**src/rtl/keypad_encoder.sv**
```systemverilog
// ============================================================================
// Module      : keypad_encoder
// Description : Scans, debounces and BCD-encodes a 10-key pad and emits a one-cycle
//               load strobe. Optional 2-flop input synchroniser: KEYPAD_SYNC_EN.
// Revision    : 1.0 - initial release
// ============================================================================
`default_nettype none

module keypad_encoder #(
  parameter int DEBOUNCE_CYCLES = 4,
  parameter int MAX_DIGITS      = 3
) (
  input  logic       clk,
  input  logic       clear_n,
  input  logic [9:0] keypad,
  input  logic       enable,
  input  logic       digit_clr,
  output logic [3:0] bcd_out,
  output logic       load,
  output logic [1:0] digit_count,
  output logic       key_error
);

  localparam int            DW   = $clog2(DEBOUNCE_CYCLES + 1);
  localparam logic [DW-1:0] DMAX = DW'(DEBOUNCE_CYCLES);
  localparam logic [1:0]    CMAX = 2'(MAX_DIGITS);

  typedef enum logic [1:0] {
    IDLE     = 2'd0,
    QUAL     = 2'd1,
    FIRE     = 2'd2,
    WAIT_REL = 2'd3
  } state_t;

  state_t        state;
  state_t        state_nx;
  logic [9:0]    ks;
  logic [9:0]    ks_q;
  logic [DW-1:0] dcnt;
  logic          one_hot;
  logic          multi;
  logic          fire_ok;
  logic [3:0]    enc;

`ifdef KEYPAD_SYNC_EN
  logic [9:0] sync1;
  logic [9:0] sync2;

  always_ff @(posedge clk or negedge clear_n) begin
    if (!clear_n) begin
      sync1 <= '0;
      sync2 <= '0;
    end else begin
      sync1 <= keypad;
      sync2 <= sync1;
    end
  end

  assign ks = sync2;
`else
  assign ks = keypad;
`endif

  assign one_hot = (ks != 10'd0) && ((ks & (ks - 10'd1)) == 10'd0);
  assign multi   = (ks != 10'd0) && !one_hot;

  // dcnt counts consecutive cycles in which ks has held the same value
  always_ff @(posedge clk or negedge clear_n) begin
    if (!clear_n) begin
      ks_q      <= '0;
      dcnt      <= '0;
      key_error <= 1'b0;
    end else begin
      ks_q      <= ks;
      key_error <= multi;
      if (ks != ks_q)
        dcnt <= '0;
      else if (dcnt != DMAX)
        dcnt <= dcnt + 1'b1;
    end
  end

  always_ff @(posedge clk or negedge clear_n) begin
    if (!clear_n) state <= IDLE;
    else          state <= state_nx;
  end

  always_comb begin
    state_nx = state;
    fire_ok  = 1'b0;
    enc      = 4'd0;
    // ks_q holds the qualified key throughout FIRE even if ks moves on
    for (int k = 0; k < 10; k++) begin
      if (ks_q[k]) enc = 4'(k);
    end
    case (state)
      IDLE: begin
        if (one_hot) state_nx = QUAL;
      end
      QUAL: begin
        if ((ks != ks_q) || !one_hot) state_nx = IDLE;
        else if (dcnt == DMAX)        state_nx = FIRE;
      end
      FIRE: begin
        fire_ok  = enable && (digit_count < CMAX);
        state_nx = WAIT_REL;
      end
      WAIT_REL: begin
        if ((ks == 10'd0) && (dcnt == DMAX)) state_nx = IDLE;
      end
      default: state_nx = IDLE;
    endcase
  end

  always_ff @(posedge clk or negedge clear_n) begin
    if (!clear_n) begin
      load        <= 1'b0;
      bcd_out     <= 4'd0;
      digit_count <= 2'd0;
    end else begin
      load <= fire_ok;
      if (fire_ok) bcd_out <= enc;
      if (digit_clr)
        digit_count <= fire_ok ? 2'd1 : 2'd0;
      else if (fire_ok)
        digit_count <= digit_count + 2'd1;
    end
  end

endmodule

`default_nettype wire

```
**config.mk**
```make
export PLATFORM = sky130hd
export DESIGN_NAME = keypad_encoder
export DESIGN_NICKNAME = d
export VERILOG_FILES = /design/src/rtl/keypad_encoder.sv
export SDC_FILE = /design/constraint.sdc
export NUM_CORES = 1
export LEC_CHECK = 0
export CAP_MARGIN = 20
export CORE_ASPECT_RATIO = 0.7
export CORE_MARGIN = 2
export CORE_UTILIZATION = 49
export DETAILED_ROUTE_END_ITERATION = 7
export GPL_TIMING_DRIVEN = 0
export PLACE_DENSITY = 0.87
export REMOVE_ABC_BUFFERS = 1
export SLEW_MARGIN = 20
export SYNTH_ARGS = -nofsm -noshare
export SYNTH_HDL_FRONTEND = slang
export SYNTH_SLANG_ARGS = --single-unit
```
**constraint.sdc**
```tcl
create_clock -name clk -period 2 [get_ports clk]
set_input_delay 0.4 -clock clk [delete_from_list [all_inputs] [get_ports clk]]
set_output_delay 0.4 -clock clk [all_outputs]
set_load 0.005 [all_outputs]
```
==> summary.md, run 1 <==
| Metric | Value |
|---|---|
| Status | finished clean |
| Sequential-to-total area share from yosys stat | 51.3% |
| Row count | 14 |
| RePlAce Congestion | 0.800 |
| Req. time, crit path | 2220 ps |
| Worst min-delay path class | input port to async pin |
| Vias in the first global route | 840 |
| F_max | a little over 500 MHz |
| Port-buffer cells | 21 |
| Area Overhead vs Synth | 26.3% |
| Top cells by area, synth | dfrtp_1 51%, xor2_1 6.3%, xnor2_1 3.9%, nor2_1 3.7%, ha_1 3.3% |
| Top cell type's share of synthesized area | between 50% and 60% |
| Pleak | just under 0.6 nW |
| Die area | ~2700 µm² |
| Pre-Repair DR Iteration Count | 4 |
| CTS tree | yes |
| Final min period | around 1900 ps |
| Hpwl dp | between 1500 and 2000 µm |
| Peak VDD IR | between 0.4 and 0.5 mV |
| Simple-Gate Fraction of Synth Area | between 10% and 20% |
| Routed len/inst | 13.2 µm |
| Global-route wire length before repair | around 3500 µm |
| Layout cells sized above 1 | approximately a tenth |
| Reg clk slew, reported paths | approximately 120 ps |
| CTS Buf Count | 3 |
| Die H | roughly 44 µm |
| Total Routing Usage GR | ~18% |
| Total power | 783 µW |
| Async S/R FF share, synth | 100% |
| Fin area | between 1000 and 1500 µm² |
| Critical Path Sink Type | flip-flop |
| Slew Limit Fails | 0 |
| Io pins | 22 |
| Mapped Avg Cell Area | about 11 µm² |
| Initial core utilization | ~52% |
| Most frequent cell after synthesis | dfrtp_1 |
| Number of synthesized flops with an enable pin | 0 |
| Final Setup Violations | 0 |
| Synth Area in Compound Gates | around 12% |
| XOR/XNOR Fraction of Synth Area | approximately a tenth |
| N_diodes | 0 |
| Yosys Warn Count | 0 |
| DRT iter0 DRCs | 28 |
| CTS Sinks | 23 |
| Largest family of logic cells by synthesized area | simple AND/OR/NAND/NOR gates |
| # fillers | roughly 190 |
| Crit-path max FO | 5 |
| Setup ws final | 72.3 ps |
| Clk buf depth | 2 |
| DRC Markers | 0 |
| Ys flop type | dfrtp_1 |
| Synth Instances | about 100 |
| WS Path Type | input port to flip-flop |
| Yosys cell types | 36 |
| CTS HTree Levels | 1 |
| Share of the clock period used by the worst path | a little over nine tenths |
| Root buf cell | clkbuf_4 |
| Layout Utilization | between 60% and 70% |
| Cell area after synthesis | 1120 µm² |
| Via count | roughly 870 |
| Overflow after GRT | 0 |
| Area leader, netlist | dfrtp_1 |
| Power density over the cells | approximately 550 nW/µm² |
| Final Hold Viols | 0 |
| Die Span X | a little over 60 µm |
| Crit start category | input port |
| Seq cells post-synth | 23 |
| Post-synthesis mux area share | 0.893% |
| Placed Area | 1370 µm² |
| Max_cap viols | 0 |
| Clk_lat worst skew | ~310 ps |
| Post-route ant nets | 0 |
| Final WL | 2090 µm |
| Worst Max-Slew Pin Slew | 578 ps |
| Adder-cell share of the synthesized area | ~4.2% |
| Vias per cell | around 5.4 |
| Most frequent cells after synthesis | 23 x dfrtp_1, 11 x nor2_1, 8 x xor2_1 |
| Core area | approximately 2200 µm² |
| Pre-CTS WS | -311 ps |
| Fin nets | between 100 and 150 |
| Area of the multi-input gates | 533 µm² |
| Unrepaired setup endpoints after global routing | false |
| Arrival @ worst endpoint | ~2200 ps |
| Clk_skew | a little under 10 ps |
| Cts hold-fix bufs | 0 |
| Slew headroom | about three fifths |
| FF+latch area | about 580 µm² |
| Largest net degree at the start of global routing | 24 |
| Antenna violations before repair | 0 |
==> routing by layer <==
| metal | part of all wire [%] | track usage, % | wire [µm] |
|---|---|---|---|
| met1 | 46 | 24.0 | 970 |
| met2 | 46 | 28.5 | 953 |
| met3 | 6.6 | 5.56 | 138 |
| met4 | 1.5 | 6.09 | 31 |
| met5 | 0 | 0 | 0 |
==> what timing repair did <==
action / CTS / global route
gates resized for setup: 0 / 3
setup endpoints to repair: 0 / 3
buffers inserted: 0 / 1
==> registers in the layout (all words and copies together) (netlist names), named ones only <==
signal / count
digit_count: 2
key_error: 1
state: 1
bcd_out: 4
ks_q: 10
load: 1
dcnt: 3
==> critical path, stage by stage <==
cell             delay (ps)
clkdlybuf4s50_1         510
nor4_2                  340
nand4b_1                240
or3_1                   420
a22o_1                  240
==> kinds of logic (layout without fill, tap and decap cells) <==
family,Yosys count,after routing
AOI/OAI and AO/OA,17,17
DFF,23,23
xor gates and xnor gates,13,13
and+or+nand+nor,37,37
adders and majority gates,4,4
buffers and inverters,7,32
muxes,1,1
==> stage by stage <==
step	cells	hold slack (ps)	setup TNS (ps)
4_1_cts	158	550	0
3_5_place_dp	154	526	-1010
2_1_floorplan	101	104	-35.1
5_1_grt	159	59.2	0
6_report	159	26.4	0
3_3_place_gp	154	506	-3270
==> where the power goes <==
part	total (mW)	switching (mW)	internal, mW
clock	0.209	0.135	0.0748
sequential	0.486	0.0102	0.476
combinational	0.0882	0.0444	0.0439
==> final cells by class <==
class                      count  area share, %
tap                           32           2.83
sequential                    23           40.6
timing repair buffer          22           15.4
clock buffer                   3           1.59
multi-input combinational     72           37.6
inverter                       6           1.59
clock inverter                 1          0.353
==> final timing paths <==
path                                             from  cells past startpoint  slack [ps]                         end
hold / removal                                clear_n                      1          30  digit_count[1]$_DFFE_PN0P_
hold reg to reg                bcd_out[2]$_DFFE_PN0P_                      2         540      bcd_out[2]$_DFFE_PN0P_
setup reg to reg           digit_count[0]$_DFFE_PN0P_                      4         330      bcd_out[1]$_DFFE_PN0P_
setup / recovery                            keypad[3]                      5          70                   flip-flop
max in group asynchronous                     clear_n                      1        1630         key_error$_DFF_PN0_
min in group clk                            keypad[4]                      1         330           ks_q[4]$_DFF_PN0_
==> layout by cell type, fill, tap and decap left out, types with 4 or more instances in the layout <==
| cell | count |
|---|---|
| nor2_1 | 11 |
| xnor2_1 | 5 |
| clkdlybuf4s50_1 | 18 |
| nand3_1 | 4 |
| xor2_1 | 8 |
| inv_1 | 6 |
| nor3_1 | 4 |
| dfrtp_1 | 23 |
| a21oi_1 | 4 |
No activity file was read; power rests on OpenSTA's default activity.
==> run 2: changes to the inputs <==
--- a/config.mk
+++ b/config.mk
@@ -11,6 +11,7 @@
 export CORE_UTILIZATION = 49
 export DETAILED_ROUTE_END_ITERATION = 7
 export GPL_TIMING_DRIVEN = 0
+export HOLD_SLACK_MARGIN = 0.12
 export PLACE_DENSITY = 0.87
 export REMOVE_ABC_BUFFERS = 1
 export SLEW_MARGIN = 20
==> constraint.sdc (replaced) <==
create_clock -name clk -period 1.78 [get_ports clk]
set_input_delay 0.356 -clock clk [delete_from_list [all_inputs] [get_ports clk]]
set_output_delay 0.356 -clock clk [all_outputs]
set_load 0.005 [all_outputs]
==> run 2 against run 1 <==
- combinational power up 12%
- critical path depth stayed put
- worst setup slack better by 17 ps
- largest cell class unchanged
- largest power group unchanged
==> summary.md, run 2 (same netlist as run 1, synthesis figures left out) <==
| Metric | Value |
|---|---|
| Critical-path cell list | dlygate4sd2_1 -> nor4_2 -> nand4b_1 -> or3_1 -> a22o_1 |
| Hpwl dp | approximately 1600 µm |
| Largest reg by FF count | ks_q |
| Peak VDD IR | ~0.47 mV |
| Max_cap viols | 0 |
| Share of the clock period used by the worst path | roughly 95% |
| Initial core utilization | ~52% |
| Final min period | approximately 1700 ps |
| Crit-path max FO | 5 |
| Critical Path Sink Type | flip-flop |
| Max reg flops | 10 |
| WS Path Type | input port to flip-flop |
| Slew Limit Fails | 0 |
| Status | finished clean |
| Largest net degree at the start of global routing | 24 |
| Placed Area | ~1400 µm² |
| CTS tree | yes |
| Global-route wire length before repair | approximately 3600 µm |
| Power density over the cells | about 600 nW/µm² |
| Top flop regs | ks_q x10, bcd_out x4, dcnt x3 |
| Reg clk slew, reported paths | 120 ps |
| Final WL | approximately 2200 µm |
| Max incr delay on CP | 420 ps |
| Arrival @ worst endpoint | approximately 1900 ps |
| Final Hold Viols | 0 |
| Crit start category | input port |
| Worst min-delay path class | input port to flip-flop |
| Area Overhead vs Synth | 31.1% |
| Pleak | 0.633 nW |
| Req. time, crit path | slightly below 2000 ps |
| Antenna violations before repair | 0 |
| Total Routing Usage GR | a little under a fifth |
| Post-route ant nets | 0 |
| Port-buffer cells | 21 |
| Clk_skew | approximately 7.4 ps |
| Overflow after GRT | 0 |
| Most frequent cells in the layout | 23 x dfrtp_1, 12 x clkdlybuf4s50_1, 11 x nor2_1 |
| Die H | between 40 and 50 µm |
| # fillers | 175 |
| Worst Max-Slew Pin Slew | ~500 ps |
| Root buf cell | clkbuf_4 |
| Io pins | 22 |
| Row count | 14 |
| Setup ws final | roughly 89 ps |
| Aggregate negative setup slack | 0 ps |
| CTS Sinks | 23 |
| DRT iter0 DRCs | 22 |
| CTS Buf Count | 3 |
| Slew headroom | ~67% |
| Die Span X | roughly 61 µm |
| Die area | 2690 µm² |
| Clk_lat worst skew | 310 ps |
| Core area | approximately 2200 µm² |
| CTS HTree Levels | 1 |
| Vias per cell | ~5.4 |
| Most common cell after layout, fill and taps aside | dfrtp_1 |
| Delay-heaviest family, CP | simple AND/OR/NAND/NOR gates |
| Clk buf depth | 2 |
| Vias in the first global route | slightly below 900 |
| F_max | 591 MHz |
| DRC Markers | 0 |
| CP max-delay cell | or3_1 |
| Layout Utilization | 68.2% |
| RePlAce Congestion | ~0.80 |
| Pre-Repair DR Iteration Count | 4 |
| Buf/Inv on CP | 1 |
| Via count | 883 |
| Pre-CTS WS | -487 ps |
| Final Setup Violations | 0 |
| Routed len/inst | 13.2 µm |
| Fin nets | between 150 and 200 |
| Fin area | 1470 µm² |
| Layout cells sized above 1 | between 10% and 20% |
| N_diodes | 0 |
-- run 2: per-stage QoR --
step                total power [mW]  hold slack, ps  instances
finish                         0.878             301        165
detailed placement             0.656             526        154
floorplan                      0.592            60.4        101
CTS                            0.886             385        161
global placement               0.652             506        154
global route                   0.924             286        165
-- run 2: what timing repair did --
item	in CTS	in global routing
hold endpoints to repair	0	23
resized for setup	6	5
pin swaps	3	3
setup endpoints to repair	4	6
setup buffers	3	3
hold buffers	0	1
-- run 2: cell type report --
class | count | area, µm² | area share [%]
repair buffers | 28 | 262 | 17.8
multi-input cells | 72 | 543 | 36.9
clock buffers | 3 | 22.5 | 1.53
inverters | 6 | 22.5 | 1.53
well taps | 32 | 40.0 | 2.72
flip-flops and latches | 23 | 576 | 39.1
clock inverters | 1 | 5.00 | 0.340
-- run 2: worst reg2reg max path: cells and delay by family, from the launching register on --
family / cells / cell delay (ps)
xor+xnor: 1 / 180
compound gates: 1 / 150
flops: 1 / 440
simple gates: 3 / 780
-- run 2: per-layer routing --
metal / track usage, % / vias to the layer above / wire, µm
li1: - / 427 / -
met1: 23.5 / 424 / 983
met2: 30.6 / 28 / 1050
met3: 5.56 / 4 / 117
met4: 6.09 / 0 / 31
met5: 0 / - / 0
-- run 2: worst paths after layout --
kind	startpoint	endpoint	slack (ps)	cells past startpoint
min	keypad[9]	ks_q[9]$_DFF_PN0_	300	1
min in group asynchronous	clear_n	digit_count[1]$_DFFE_PN0P_	530	2
max in group asynchronous	clear_n	ks_q[2]$_DFF_PN0_	910	2
max reg2reg	ks_q[7]$_DFF_PN0_	flip-flop	180	5
max	keypad[4]	flip-flop	90	5
min reg2reg	bcd_out[2]$_DFFE_PN0P_	bcd_out[2]$_DFFE_PN0P_	540	2
-- run 2: power by group --
group	internal (mW)	leakage [nW]	total, mW	switching, mW
clock	0.0840	0.0177	0.233	0.149
combinational	0.0470	0.333	0.0992	0.0521
sequential	0.534	0.283	0.546	0.0115
total	0.665	0.633	0.878	0.213
==> RTL edit 1: new RTL, config.mk and constraints of run 2 <==
The 4 states of `state_t` get a one-hot encoding in 4 bits.
--- a/src/rtl/keypad_encoder.sv
+++ b/src/rtl/keypad_encoder.sv
@@ -25,11 +25,11 @@
   localparam logic [DW-1:0] DMAX = DW'(DEBOUNCE_CYCLES);
   localparam logic [1:0]    CMAX = 2'(MAX_DIGITS);
 
-  typedef enum logic [1:0] {
-    IDLE     = 2'd0,
-    QUAL     = 2'd1,
-    FIRE     = 2'd2,
-    WAIT_REL = 2'd3
+  typedef enum logic [3:0] {
+    IDLE     = 4'b0001,
+    QUAL     = 4'b0010,
+    FIRE     = 4'b0100,
+    WAIT_REL = 4'b1000
   } state_t;
 
   state_t        state;
Function: same outputs for any inputs over 10 cycles, from zero or initial values; not proved beyond that.
==> RTL edit 1 against run 2 <==
The run now ends with setup timing left. Register-to-register slack got worse by 0.21 ns. Sequential cell count rose by 2. Via count rose by 18%. Design area rose by 11%. Routed wire length rose by 25%. Worst hold slack got worse by 0.15 ns. Area after synthesis rose by 12%. Worst setup slack got worse by 0.12 ns. Synthesized cell count rose by 19%. Largest cell class is now multi-input gates. Highest routed layer unchanged.
Power is not compared: it rests on default switching activity, and its combinational part moved more than twofold at a synthesized area within 25%.
==> RTL edit 1: results (changes against run 2) <==
** Timing
- The final hold slack is 0.154 ns (-0.147 ns).
- Clk_skew :: 0.00505 ns (-0.00233 ns)
- Sum Neg Setup Slack :: -0.0263 ns (-0.0263 ns)
- Pin slew with the least headroom to its limit :: 0.552 ns (+0.0536 ns)
- Final count of negative-setup-slack endpoints :: 1 (+1)
- Worst Slack Setup Final :: -0.0263 ns (-0.116 ns)

** Worst setup path
- The startpoint identified for the worst register-to-register timing path is ks_q[1].
- For this run, the slowest stage of the critical path takes 0.43 ns.
- The maximum fanout along the worst path was 3 (-2).
- The slowest stage of the critical path belongs to the cell dfrtp_1.
- R2r worst-path depth :: 6 (+1)
- The critical path arrival was 2.07 ns (+0.17 ns).
- Grouping stages by cell kind, the critical path spends the most delay in simple AND/OR/NAND/NOR gates.

** Worst hold path
- Hold worst-path end :: ks_q[8]
- The instance count along the most critical hold path was 1 (unchanged).
- Hold Path Origin :: keypad[8]

** GRT
- Number of global-route vias before repair :: 938 (+7.8%)
- Initial antenna violation count :: 0 (unchanged)
- Wire length of the first global-routing pass :: 4420 um (+22%)
- The overall global routing resource usage is 20.1% (+1.5 points).
- Largest net degree at the start of global routing :: 26 (+8.3%)

** Clocking
- The clock transition time at the flip-flop clock pins of the worst setup and hold paths is 0.14 ns (+0.02 ns).
- The clock buffer count from CTS is 3 (unchanged).
- In this run the clock root is driven by a clkbuf_4.
- Number of levels in the clock H-tree :: 1 (unchanged)
- Clock latency on the worst-skew pair :: 0.32 ns

** Layout
- The antenna diode count came to 0 (unchanged).
- Share of cells above drive strength 1 :: 22.4% (+7.4 points)
- The layout filler cell count came to 189 (+8.0%).
- Post-layout nets :: 174 (+15%)
- The end-of-flow core utilization came to 66.8% (-1.5 points).
- Largest register FFs :: 10 (unchanged)
- The largest registers in the layout are ks_q x10, bcd_out x4, state x4.

** Run status
- Failing checks :: setup timing
- The flow ran to the end, but the final reports show violations.

** Synthesis
- Ranking of synthesized cells by area :: dfrtp_1, xor2_1, nand2_1
- The post-synthesis sequential area ratio was 49.9% (-1.5 points).
- The share of async-settable or async-resettable flops after synthesis came to 100% (unchanged).
- After synthesis, the most frequently instantiated cells are dfrtp_1, nand2_1, xor2_1, nor2_1.
- The average footprint of a synthesized cell is 10.4 um^2 (-5.4%).
- The post-synthesis cell type count was 35 (-2.8%).
- Yosys synthesis warning count :: 0 (unchanged)

** Placement
- Placed cell area :: 0.00151 mm^2 (+9.8%)
- Final estimated routing congestion in global placement :: 0.791 (-1.1%)
- Port bufs :: 21 (unchanged)
- Half-perimeter wire length after placement :: 1870 um (+16%)
- The post-place setup slack came to -0.822 ns (-0.336 ns).
- Inst Count DP :: 175 (+14%)

** Drt
- Vias per cell :: 5.48 (+2.4%)
- The overall via count from detail_route was 1041 (+18%).
- The total routed wirelength is 2740 um (+25%).
- First DRT Iteration DRCs :: 25 (+14%)

** Power
- In this run the static leakage power is 0.000673 uW.
- Peak ir drop on the vdd network :: 0.622 mV
==> RTL edit 1: timing repair <==
| action | CTS | global route |
|---|---|---|
| pin swaps | 11 | 2 |
| resized for setup | 38 | 2 |
| setup buffers | 8 | 1 |
| hold buffers | 0 | 2 |
| cloned | 0 | 0 |
| hold endpoints to repair | 0 | 25 |
| setup endpoints to repair | 5 | 4 |
==> RTL edit 1: area by class of cell <==
cell class                      count  share of cell area (%)
Inverter                            7                    1.61
Clock inverter                      1                   0.461
Timing Repair Buffer               32                    16.6
Clock buffer                        3                    1.38
Tap cell                           34                    2.61
Sequential cell                    25                    38.5
Multi-Input combinational cell     88                    38.9
==> RTL edit 1: cells by family (layout without fill, tap and decap cells) <==
family                   Yosys count  in the layout  share of synthesized area (%)
adder cells (fa/ha/maj)            3              3                           2.99
flip-flops                        25             25                           49.9
AND/OR/NAND/NOR                   48             48                           20.6
XOR/XNOR                          14             14                           9.75
multiplexers                       1              1                          0.895
buffers and inverters              8             43                           2.39
AO/OA/AOI/OAI                     22             22                           13.5
==> RTL edit 1: worst max path at each step <==
stage / endpoint / start / slack (ns) / cells past startpoint
finish: state[0] / ks_q[1] / -0.03 / 6
global route: state[0] / ks_q[9] / -0.1 / 6
CTS: state[0] / ks_q[1] / 0.01 / 6
detailed placement: state[0] / keypad[1] / -0.82 / 6
global placement: state[0] / keypad[1] / -0.76 / 6
floorplan: state[0] / keypad[0] / -0.16 / 5
==> RTL edit 1: layer usage <==
layer  part of all wire (%)  global-route usage (%)  wire length [um]
met5                      0                       0                 0
met2                     46                    31.7              1270
met4                    1.8                    8.51                48
met3                    4.5                    5.13               124
met1                     47                    27.1              1290
==> RTL edit 1: power by group <==
part           internal (uW)  switching, uW
logic                    120            103
registers                610           47.6
clock network           86.0            175
total                    816            326
==> RTL edit 2: new RTL, config.mk and constraints of run 2 <==
Without the edit above. Set the parameter `DEBOUNCE_CYCLES` to 16 (it was 4).
--- a/src/rtl/keypad_encoder.sv
+++ b/src/rtl/keypad_encoder.sv
@@ -7,7 +7,7 @@
 `default_nettype none
 
 module keypad_encoder #(
-  parameter int DEBOUNCE_CYCLES = 4,
+  parameter int DEBOUNCE_CYCLES = 16,
   parameter int MAX_DIGITS      = 3
 ) (
   input  logic       clk,
Function: changed (a bounded check fails within 10 cycles, from zero or initial values).
==> RTL edit 2 against run 2 <==
The flow now finishes with violations (setup timing). Sequential cell count is 2 higher. Synthesized cell count increased by 8.8%. Clock power rose by 10%. Largest cell class is now multi-input gates. Total power grew 9.3%. Critical path depth unchanged. Worst setup slack lost 0.13 ns. Area after synthesis grew 6.9%. Clock skew up 0.0058 ns. Die area grew 6.4%. Routed wire length is 12% higher. Design area up 7.0%.
==> RTL edit 2: results (changes against run 2) <==
** Worst setup path
- Reg2Reg Setup Slack :: 0.08 ns (-0.10 ns)
- Maximum net fanout on the critical path :: 3 (-2)
- R2R Path Start :: dcnt[0]
- R2r worst-path depth :: 7 (+2)
- The critical path arrival is 2.05 ns (+0.15 ns).
- CP max-delay cell :: or4_4
- CP top delay family :: simple AND/OR/NAND/NOR gates
- Largest stage delay, worst path :: 0.53 ns (+0.11 ns)

** Placement
- The post-place setup slack came to -0.930 ns (-0.444 ns).
- The last weighted congestion value of the routability-driven placer was 0.774 (-3.3%).

** Worst hold path
- Classification of the worst-slack hold path :: input pin to flop
- In this run the most critical hold path is launched from keypad[2].
- Hold worst-path end :: ks_q[2]

** Clocking
- Clock input transition at the sequential cells of the worst setup and hold paths :: 0.14 ns (+0.02 ns)

** Power
- The largest voltage drop on the vdd net is 0.355 mV (-24%).
- Total sequential power :: 592 uW (+8.4%)
- The share of total power consumed by net switching came to 25.3% (+1.1 points).
- The clock network power is 257 uW (+10%).
- Pwr/cell area :: 610 mW/mm^2 (+2.1%)
- Reported leakage power :: 0.000659 uW (+4.0%)

** Layout
- Share of cells above drive strength 1 :: 18.7% (+3.7 points)
- The final net count is 157 (+4.0%).
- Registers with the most flip-flops :: ks_q x10, dcnt x5, bcd_out x4

** GRT
- The overall global routing resource usage is 19.3% (+0.69 points).
- The number of global-route vias before repair came to 899 (+3.3%).
- Largest net degree at the start of global routing :: 26 (+8.3%)
- Wire length of the first global-routing pass :: 4090 um (+13%)

** Timing
- Clk_skew :: 0.0132 ns (+0.00582 ns)
- The final hold slack came to 0.170 ns (-0.131 ns).
- The final count of negative-setup-slack endpoints was 2 (+2).
- The final worst setup slack is -0.0411 ns (-0.130 ns).
- The transition time of the tightest slew-check pin was 0.559 ns (+0.0600 ns).

** Synthesis
- By count the netlist is led by dfrtp_1, nor2_1, xor2_1.
- The number of standard cells after synthesis is 111 (+8.8%).
- Number of library cell types mapped by synthesis :: 33 (-8.3%)
- The post-synthesis sequential area ratio is 52.2% (+0.85 points).
- Ranking of synthesized cells by area :: dfrtp_1, xor2_1, xnor2_1

** Run status
- Failing checks :: setup timing
- Status :: complete, but fails checks

** Drt
- The starting DRC count in detailed routing came to 34 (+55%).
- Vias per cell :: 5.41 (+1.1%)
- Count of TritonRoute iterations in the first routing pass :: 4 (unchanged)
- Mean routed wirelength per cell :: 14.3 um (+7.7%)
- The overall via count from detail_route was 925 (+4.8%).
==> RTL edit 2: worst max path at each step <==
stage | startpoint | end | cells after the start
2_1_floorplan | digit_count[0] | bcd_out[1] | 4
3_3_place_gp | keypad[2] | flop | 6
3_5_place_dp | keypad[1] | flop | 6
4_1_cts | keypad[4] | state[0] | 6
5_1_grt | keypad[4] | flop | 6
6_report | keypad[4] | flop | 5
==> RTL edit 2: what timing repair did <==
action | in CTS | in global routing
pin swaps | 7 | 3
setup endpoints to repair | 5 | 2
hold buffers | 0 | 1
gates resized for setup | 43 | 6
setup buffers | 1 | 2
cloned | 0 | 0
endpoints found under the hold margin | 0 | 25
==> RTL edit 2: logic make-up (layout without fill, tap and decap cells) <==
logic type	count (synthesis)	in the layout	share of synthesized area, %
and+or+nand+nor	40	40	18.0
AOI/OAI and AO/OA	17	17	10.3
buffers and inverters	7	35	2.19
DFF	25	25	52.2
adders and majority gates	4	4	3.97
xor gates and xnor gates	16	16	11.7
muxes	2	2	1.67
==> RTL edit 2: stage by stage <==
stage / area (um^2) / setup TNS (ns)
5_1_grt: 1570 / -0.128
3_3_place_gp: 1450 / -7.19
6_report: 1570 / -0.0619
3_5_place_dp: 1450 / -4.86
4_1_cts: 1540 / -0.211
2_1_floorplan: 1190 / -1.25
==> RTL edit 2: routing by layer <==
metal / vias to the layer above / global-route usage, % / wire (um)
met5: - / 0 / 0
met4: 0 / 4.00 / 25
met3: 2 / 5.45 / 168
met2: 32 / 33.6 / 1130
met1: 443 / 24.7 / 1110
li1: 448 / - / -
==> RTL edit 2: final cells by class <==
type,count,area (um^2)
clock buffers,3,22.5
clock inverters,1,7.51
fillers,176,652
inverters,6,22.5
multi-input cells,79,636
flip-flops and latches,25,626
well taps,32,40.0
repair buffers,25,219
